[config.mk]
export PLATFORM = sky130hd
export DESIGN_NAME = pipe_regs_de_em
export DESIGN_NICKNAME = d
export VERILOG_FILES = /design/src/rtl/pipe_regs_de_em_pkg.sv /design/src/rtl/pipe_regs_de_em_stage_reg.sv /design/src/rtl/pipe_regs_de_em.sv
export SDC_FILE = /design/constraint.sdc
export NUM_CORES = 1
export LEC_CHECK = 0
export ABC_AREA = 1
export CAP_MARGIN = 20
export CORE_AREA = 2 2 215 217
export CTS_CLUSTER_SIZE = 8
export DETAILED_ROUTE_END_ITERATION = 8
export DIE_AREA = 0 0 217 219
export GPL_TIMING_DRIVEN = 0
export SLEW_MARGIN = 0
export SYNTH_ARGS = -nofsm -noshare
export SYNTH_HDL_FRONTEND = slang
export SYNTH_HIERARCHICAL = 1
export SYNTH_SLANG_ARGS = --single-unit
[constraint.sdc]
create_clock -name clk -period 7.9 [get_ports clk]
set_input_delay 2.37 -clock clk [delete_from_list [all_inputs] [get_ports clk]]
set_output_delay 2.37 -clock clk [all_outputs]
set_load 0.03 [all_outputs]
[src/rtl/pipe_regs_de_em_pkg.sv]
// Shared widths, bubble encoding and stage payload layouts for the D/E and E/M pipeline registers.
package pipe_regs_de_em_pkg;

    localparam int unsigned DATA_W = 32;
    localparam int unsigned REG_AW = 5;
    localparam int unsigned TNEW_W = 2;

    localparam logic [DATA_W-1:0] BUBBLE_INSTR = 32'h0;

    typedef struct packed {
        logic [DATA_W-1:0] pc;
        logic [DATA_W-1:0] instr;
        logic [DATA_W-1:0] rd1;
        logic [DATA_W-1:0] rd2;
        logic [DATA_W-1:0] ext;
        logic [REG_AW-1:0] a3;
        logic [TNEW_W-1:0] tnew;
        logic              valid;
    } de_bus_t;

    typedef struct packed {
        logic [DATA_W-1:0] pc;
        logic [DATA_W-1:0] instr;
        logic [DATA_W-1:0] alu_out;
        logic [DATA_W-1:0] rd2;
        logic [REG_AW-1:0] a3;
        logic [TNEW_W-1:0] tnew;
        logic              valid;
    } em_bus_t;

    // One stage older: Tnew drops by one but never wraps below zero.
    function automatic logic [TNEW_W-1:0] tnew_age(input logic [TNEW_W-1:0] tnew);
        return (tnew == '0) ? '0 : TNEW_W'(tnew - TNEW_W'(1));
    endfunction

endpackage

[src/rtl/pipe_regs_de_em_stage_reg.sv]
// Generic stage_reg: a registered field bundle with async reset to zero and synchronous clear.
module pipe_regs_de_em_stage_reg #(
    parameter int unsigned     W       = 8,
    parameter logic [W-1:0]    CLR_VAL = '0
) (
    input  logic         clk,
    input  logic         reset,
    input  logic         clear,
    input  logic [W-1:0] d,
    output logic [W-1:0] q
);

    logic [W-1:0] data_d;
    logic [W-1:0] data_q;

    always_comb begin
        data_d = d;
        if (clear) begin
            data_d = CLR_VAL;
        end
    end

    always_ff @(posedge clk or posedge reset) begin
        if (reset) begin
            data_q <= '0;
        end else begin
            data_q <= data_d;
        end
    end

    assign q = data_q;

endmodule

[src/rtl/pipe_regs_de_em.sv]
// D->E and E->M pipeline registers of the 5-stage MIPS pipe, with bubble insertion,
// Tnew aging and a saturating bubble counter.
module pipe_regs_de_em
    import pipe_regs_de_em_pkg::*;
#(
    parameter int unsigned CNT_W = 16
) (
    input  logic              clk,
    input  logic              reset,
    input  logic              flushEX,
    input  logic [DATA_W-1:0] PC_D,
    input  logic [DATA_W-1:0] Instr_D,
    input  logic [DATA_W-1:0] RD1_D,
    input  logic [DATA_W-1:0] RD2_D,
    input  logic [DATA_W-1:0] Ext_D,
    input  logic [REG_AW-1:0] A3_D,
    input  logic [TNEW_W-1:0] Tnew_D,
    output logic [DATA_W-1:0] PC_E,
    output logic [DATA_W-1:0] Instr_E,
    output logic [DATA_W-1:0] RD1_E,
    output logic [DATA_W-1:0] RD2_E,
    output logic [DATA_W-1:0] Ext_E,
    output logic [REG_AW-1:0] A3_E,
    output logic [TNEW_W-1:0] Tnew_E,
    output logic              valid_E,
    input  logic [DATA_W-1:0] ALUOut_E,
    input  logic [DATA_W-1:0] RD2fwd_E,
    output logic [DATA_W-1:0] PC_M,
    output logic [DATA_W-1:0] Instr_M,
    output logic [DATA_W-1:0] ALUOut_M,
    output logic [DATA_W-1:0] RD2_M,
    output logic [REG_AW-1:0] A3_M,
    output logic [TNEW_W-1:0] Tnew_M,
    output logic              valid_M,
    output logic [CNT_W-1:0]  bubble_cnt
);

    localparam int unsigned DE_W = $bits(de_bus_t);
    localparam int unsigned EM_W = $bits(em_bus_t);

    localparam de_bus_t DE_BUBBLE = '{
        pc:    '0,
        instr: BUBBLE_INSTR,
        rd1:   '0,
        rd2:   '0,
        ext:   '0,
        a3:    '0,
        tnew:  '0,
        valid: 1'b0
    };

    de_bus_t          de_d;
    de_bus_t          de_q;
    em_bus_t          em_d;
    em_bus_t          em_q;
    logic [CNT_W-1:0] bubble_cnt_d;
    logic [CNT_W-1:0] bubble_cnt_q;

    // A write to $0 never creates a dependency, so its Tnew is dropped on entry.
    always_comb begin
        de_d.pc    = PC_D;
        de_d.instr = Instr_D;
        de_d.rd1   = RD1_D;
        de_d.rd2   = RD2_D;
        de_d.ext   = Ext_D;
        de_d.a3    = A3_D;
        de_d.tnew  = (A3_D == '0) ? '0 : Tnew_D;
        de_d.valid = 1'b1;
    end

    pipe_regs_de_em_stage_reg #(
        .W       (DE_W),
        .CLR_VAL (DE_BUBBLE)
    ) u_de_reg (
        .clk   (clk),
        .reset (reset),
        .clear (flushEX),
        .d     (de_d),
        .q     (de_q)
    );

    always_comb begin
        em_d.pc      = de_q.pc;
        em_d.instr   = de_q.instr;
        em_d.alu_out = ALUOut_E;
        em_d.rd2     = RD2fwd_E;
        em_d.a3      = de_q.a3;
        em_d.tnew    = tnew_age(de_q.tnew);
        em_d.valid   = de_q.valid;
    end

    pipe_regs_de_em_stage_reg #(
        .W       (EM_W),
        .CLR_VAL ('0)
    ) u_em_reg (
        .clk   (clk),
        .reset (reset),
        .clear (1'b0),
        .d     (em_d),
        .q     (em_q)
    );

    // Saturating count of bubbles inserted into E.
    always_comb begin
        bubble_cnt_d = bubble_cnt_q;
        if (flushEX && (bubble_cnt_q != '1)) begin
            bubble_cnt_d = CNT_W'(bubble_cnt_q + CNT_W'(1));
        end
    end

    always_ff @(posedge clk or posedge reset) begin
        if (reset) begin
            bubble_cnt_q <= '0;
        end else begin
            bubble_cnt_q <= bubble_cnt_d;
        end
    end

    assign PC_E       = de_q.pc;
    assign Instr_E    = de_q.instr;
    assign RD1_E      = de_q.rd1;
    assign RD2_E      = de_q.rd2;
    assign Ext_E      = de_q.ext;
    assign A3_E       = de_q.a3;
    assign Tnew_E     = de_q.tnew;
    assign valid_E    = de_q.valid;

    assign PC_M       = em_q.pc;
    assign Instr_M    = em_q.instr;
    assign ALUOut_M   = em_q.alu_out;
    assign RD2_M      = em_q.rd2;
    assign A3_M       = em_q.a3;
    assign Tnew_M     = em_q.tnew;
    assign valid_M    = em_q.valid;

    assign bubble_cnt = bubble_cnt_q;

endmodule

==> impl_metrics.tcl <==
set metrics [dict create \
    htreeDepth 2 \
    num_vias 8848 \
    syn_inst 1112 \
    p_per_area_nw_per_um2 223 \
    route.antenna.remaining_nets 0 \
    fmax_ghz 0.238 \
    post-synth-top-area-fraction_pct 70.7 \
    dr.first_iter.drc_count 440 \
    holdWs_ns 0.474 \
    post-cts-setup-buffer-count 0 \
    synth_nets 1347 \
    seqPwrFrac_pct 42.4 \
    grt_pass1_wl_mm 54.5 \
    ctsResizeCount 0 \
    port_buffers 553 \
    hold_path_class "reg -> reg" \
    synth-seq-area-share_pct 70.7 \
    ir_drop_mv 0.175 \
    p_clk_share_pct 40.9 \
    synth_area_sq_um 11300 \
    yosys-top-cells-area "dfrtp_1 (71%), inv_1 (11%), nor2_1 (10%)" \
    min_period_over_period_pct 53.1 \
    viasPerCell 3.81 \
    grt.met3_usage_pct 5.05 \
    grt_start_max_net_pins 121 \
    intPower_mw 3.09 \
    end_kind "output pin" \
    initial_core_util_pct 25.1 \
    clkLatencyLatePin_ns 0.55 \
    grt-ovfl-total 0 \
    first_pass_iters 4 \
    wl_mm 36.3 \
    cp-start-kind "flip-flop" \
    rsz0062_at_grt "no" \
    io_pins 554 \
    antenna_found_initial 4 \
    clk_path_buf_depth 3 \
    report.final.hold_viol_count 0 \
    arrival_ns 1.83 \
    slew_viol_final 0 \
    crit_chain "clkdlybuf4s50_1" \
    setup-tns-final_ns 0 \
    grt_use_met1_pct 16.9 \
    die_h_um 219 \
    setup_viol 0 \
    avgRoutedWirePerCell_um 15.6 \
    rows 78 \
    synth_common_cells "inv_1 (329), dfrtp_1 (320), nor2_1 (310)" \
    gp_congestion 0.884 \
    ys.flop_type "dfrtp_1" \
    crit_family "buffers and inverters" \
    nets 1950 \
    drv_cap 0 \
    tritoncts "yes" \
    grt.met2_usage_pct 26.4 \
    synth_area_leader_cell "dfrtp_1" \
    top_usage_layer "met2" \
    grtUsageTotal_pct 15.1 \
    relSlewSlack_pct 51.8 \
    ctsHoldBuffers 0 \
    drc 0 \
    drive_above_1_share_pct 6.81 \
    cp.buffers_inverters 1 \
    power.leakage_nw 9.44 \
    clk_transition_reported_paths_ns 0.05 \
    grt_pass1_vias 9341 \
    switching_power_mw 1.12 \
    synth_edf_count 0 \
    cts.sink_count 320 \
    postSynthAreaPerCell_sq_um 10.2 \
    synth.most_common_cell "inv_1" \
    core_area_sq_um 45100 \
    post-route-util_pct 42.0 \
    dieArea_sq_um 47500 \
    synth.distinct_cells 23 \
    swShare_pct 26.6 \
    critPathKind "reg -> out" \
    outcome "finished clean" \
    tightest_slew_ns 0.722 \
    slowest_delay_ns 0.76 \
    syn2layout_area_growth_pct 66.9 \
    cts_buffers 46 \
    yosys_warnings 6 \
    final_cells 2322 \
    postSynth.asyncResetShare_pct 100 \
    critPathMaxFanout 6 \
    cts_root_buf "clkbuf_16" \
    period_needed_ns 4.20 \
    clock_skew_ns 0.0138 \
    combinationalPowerShare_pct 16.7 \
    cp.required_ns 5.53 \
    die_x_um 217 \
    synth_seq_cells 320 \
    slowest_stage "clkdlybuf4s50_1" \
    dp_hpwl_mm 27.8 \
    dp_cells 2267 \
]
-- worst min-delay path, delay by kind of cell (launching register included) --
kind	cells	cell delay (ns)
flops	1	0.33
simple gates	1	0.07
buf+inv	1	0.04
-- path summary, 6_finish.rpt --
check                                     start  cells after the start         endpoint  slack [ns]
worst min register to register  u_de_reg/q[167]                      2  u_em_reg/q[135]        0.47
worst max register to register    bubble_cnt[0]                      9   bubble_cnt[14]        6.33
worst min-delay path            u_de_reg/q[167]                      2  u_em_reg/q[135]        0.47
worst max-delay path              bubble_cnt[5]                      1    bubble_cnt[5]        3.70
min in group asynchronous                 reset                      2   u_de_reg/q[17]        2.36
max in group asynchronous                 reset                      3  u_de_reg/q[166]        4.52
-- cell type report --
cell class	instances	area, sq um
sequential	320	8010
buffer	35	317
multi-input combinational	427	1770
inverter	330	1250
clock buffer	49	1180
clock inverter	3	41.3
antenna	3	7.51
timing repair buffer	555	5590
tap	600	751
fill	4364	26200
-- registers in the layout (all words and copies together), names as in the netlist --
name,flops
bubble_cnt,16
u_em_reg/q,136
u_de_reg/q,168
-- stage by stage --
step / setup slack [ns] / instance area [sq um] / power (mW)
after floorplan: 0.983 / 11300 / 2.14
final: 3.70 / 18900 / 4.21
after detailed placement: 3.97 / 17700 / 2.52
after CTS: 3.66 / 18900 / 4.28
after global routing: 3.64 / 18900 / 4.41
after global placement: -1.83 / 17600 / 2.51
-- routing by layer --
| metal | wire (um) | part of all wire [%] |
|---|---|---|
| met2 | 18200 | 50 |
| met4 | 1060 | 2.9 |
| met1 | 14000 | 38 |
| met3 | 3060 | 8.4 |
| met5 | 7 | 0.019 |
-- kinds of logic after synthesis --
logic type	Yosys count	share of synthesized area (%)
DFF	320	70.7
xor gates and xnor gates	6	0.464
AOI/OAI and AO/OA	11	0.685
buffers and inverters	365	13.7
adders and majority gates	1	0.110
other	2	0.0663
and+or+nand+nor	407	14.3
-- power groups by stage --
stage	clock, mW	combinational [mW]	sequential (mW)
4_1_cts	1.79	0.708	1.79
3_3_place_gp	0	0.698	1.81
5_1_grt	1.86	0.754	1.80
2_1_floorplan	0	0.156	1.99
6_report	1.72	0.702	1.79
3_5_place_dp	0	0.705	1.81
-- cells in the final DEF, fill, tap and decap left out, types with 3 or more instances in the layout --
cell type	instances
clkdlybuf4s50_1	553
inv_1	327
dfrtp_1	320
nor2_1	310
nand2_1	61
clkbuf_16	47
buf_6	21
nor2_2	13
buf_2	13
nand3_1	9
o21ai_2	6
nand2_2	5
xnor2_1	4
o21ai_0	4
diode_2	3
nand4_1	3
(Power assumes the default switching activity.)
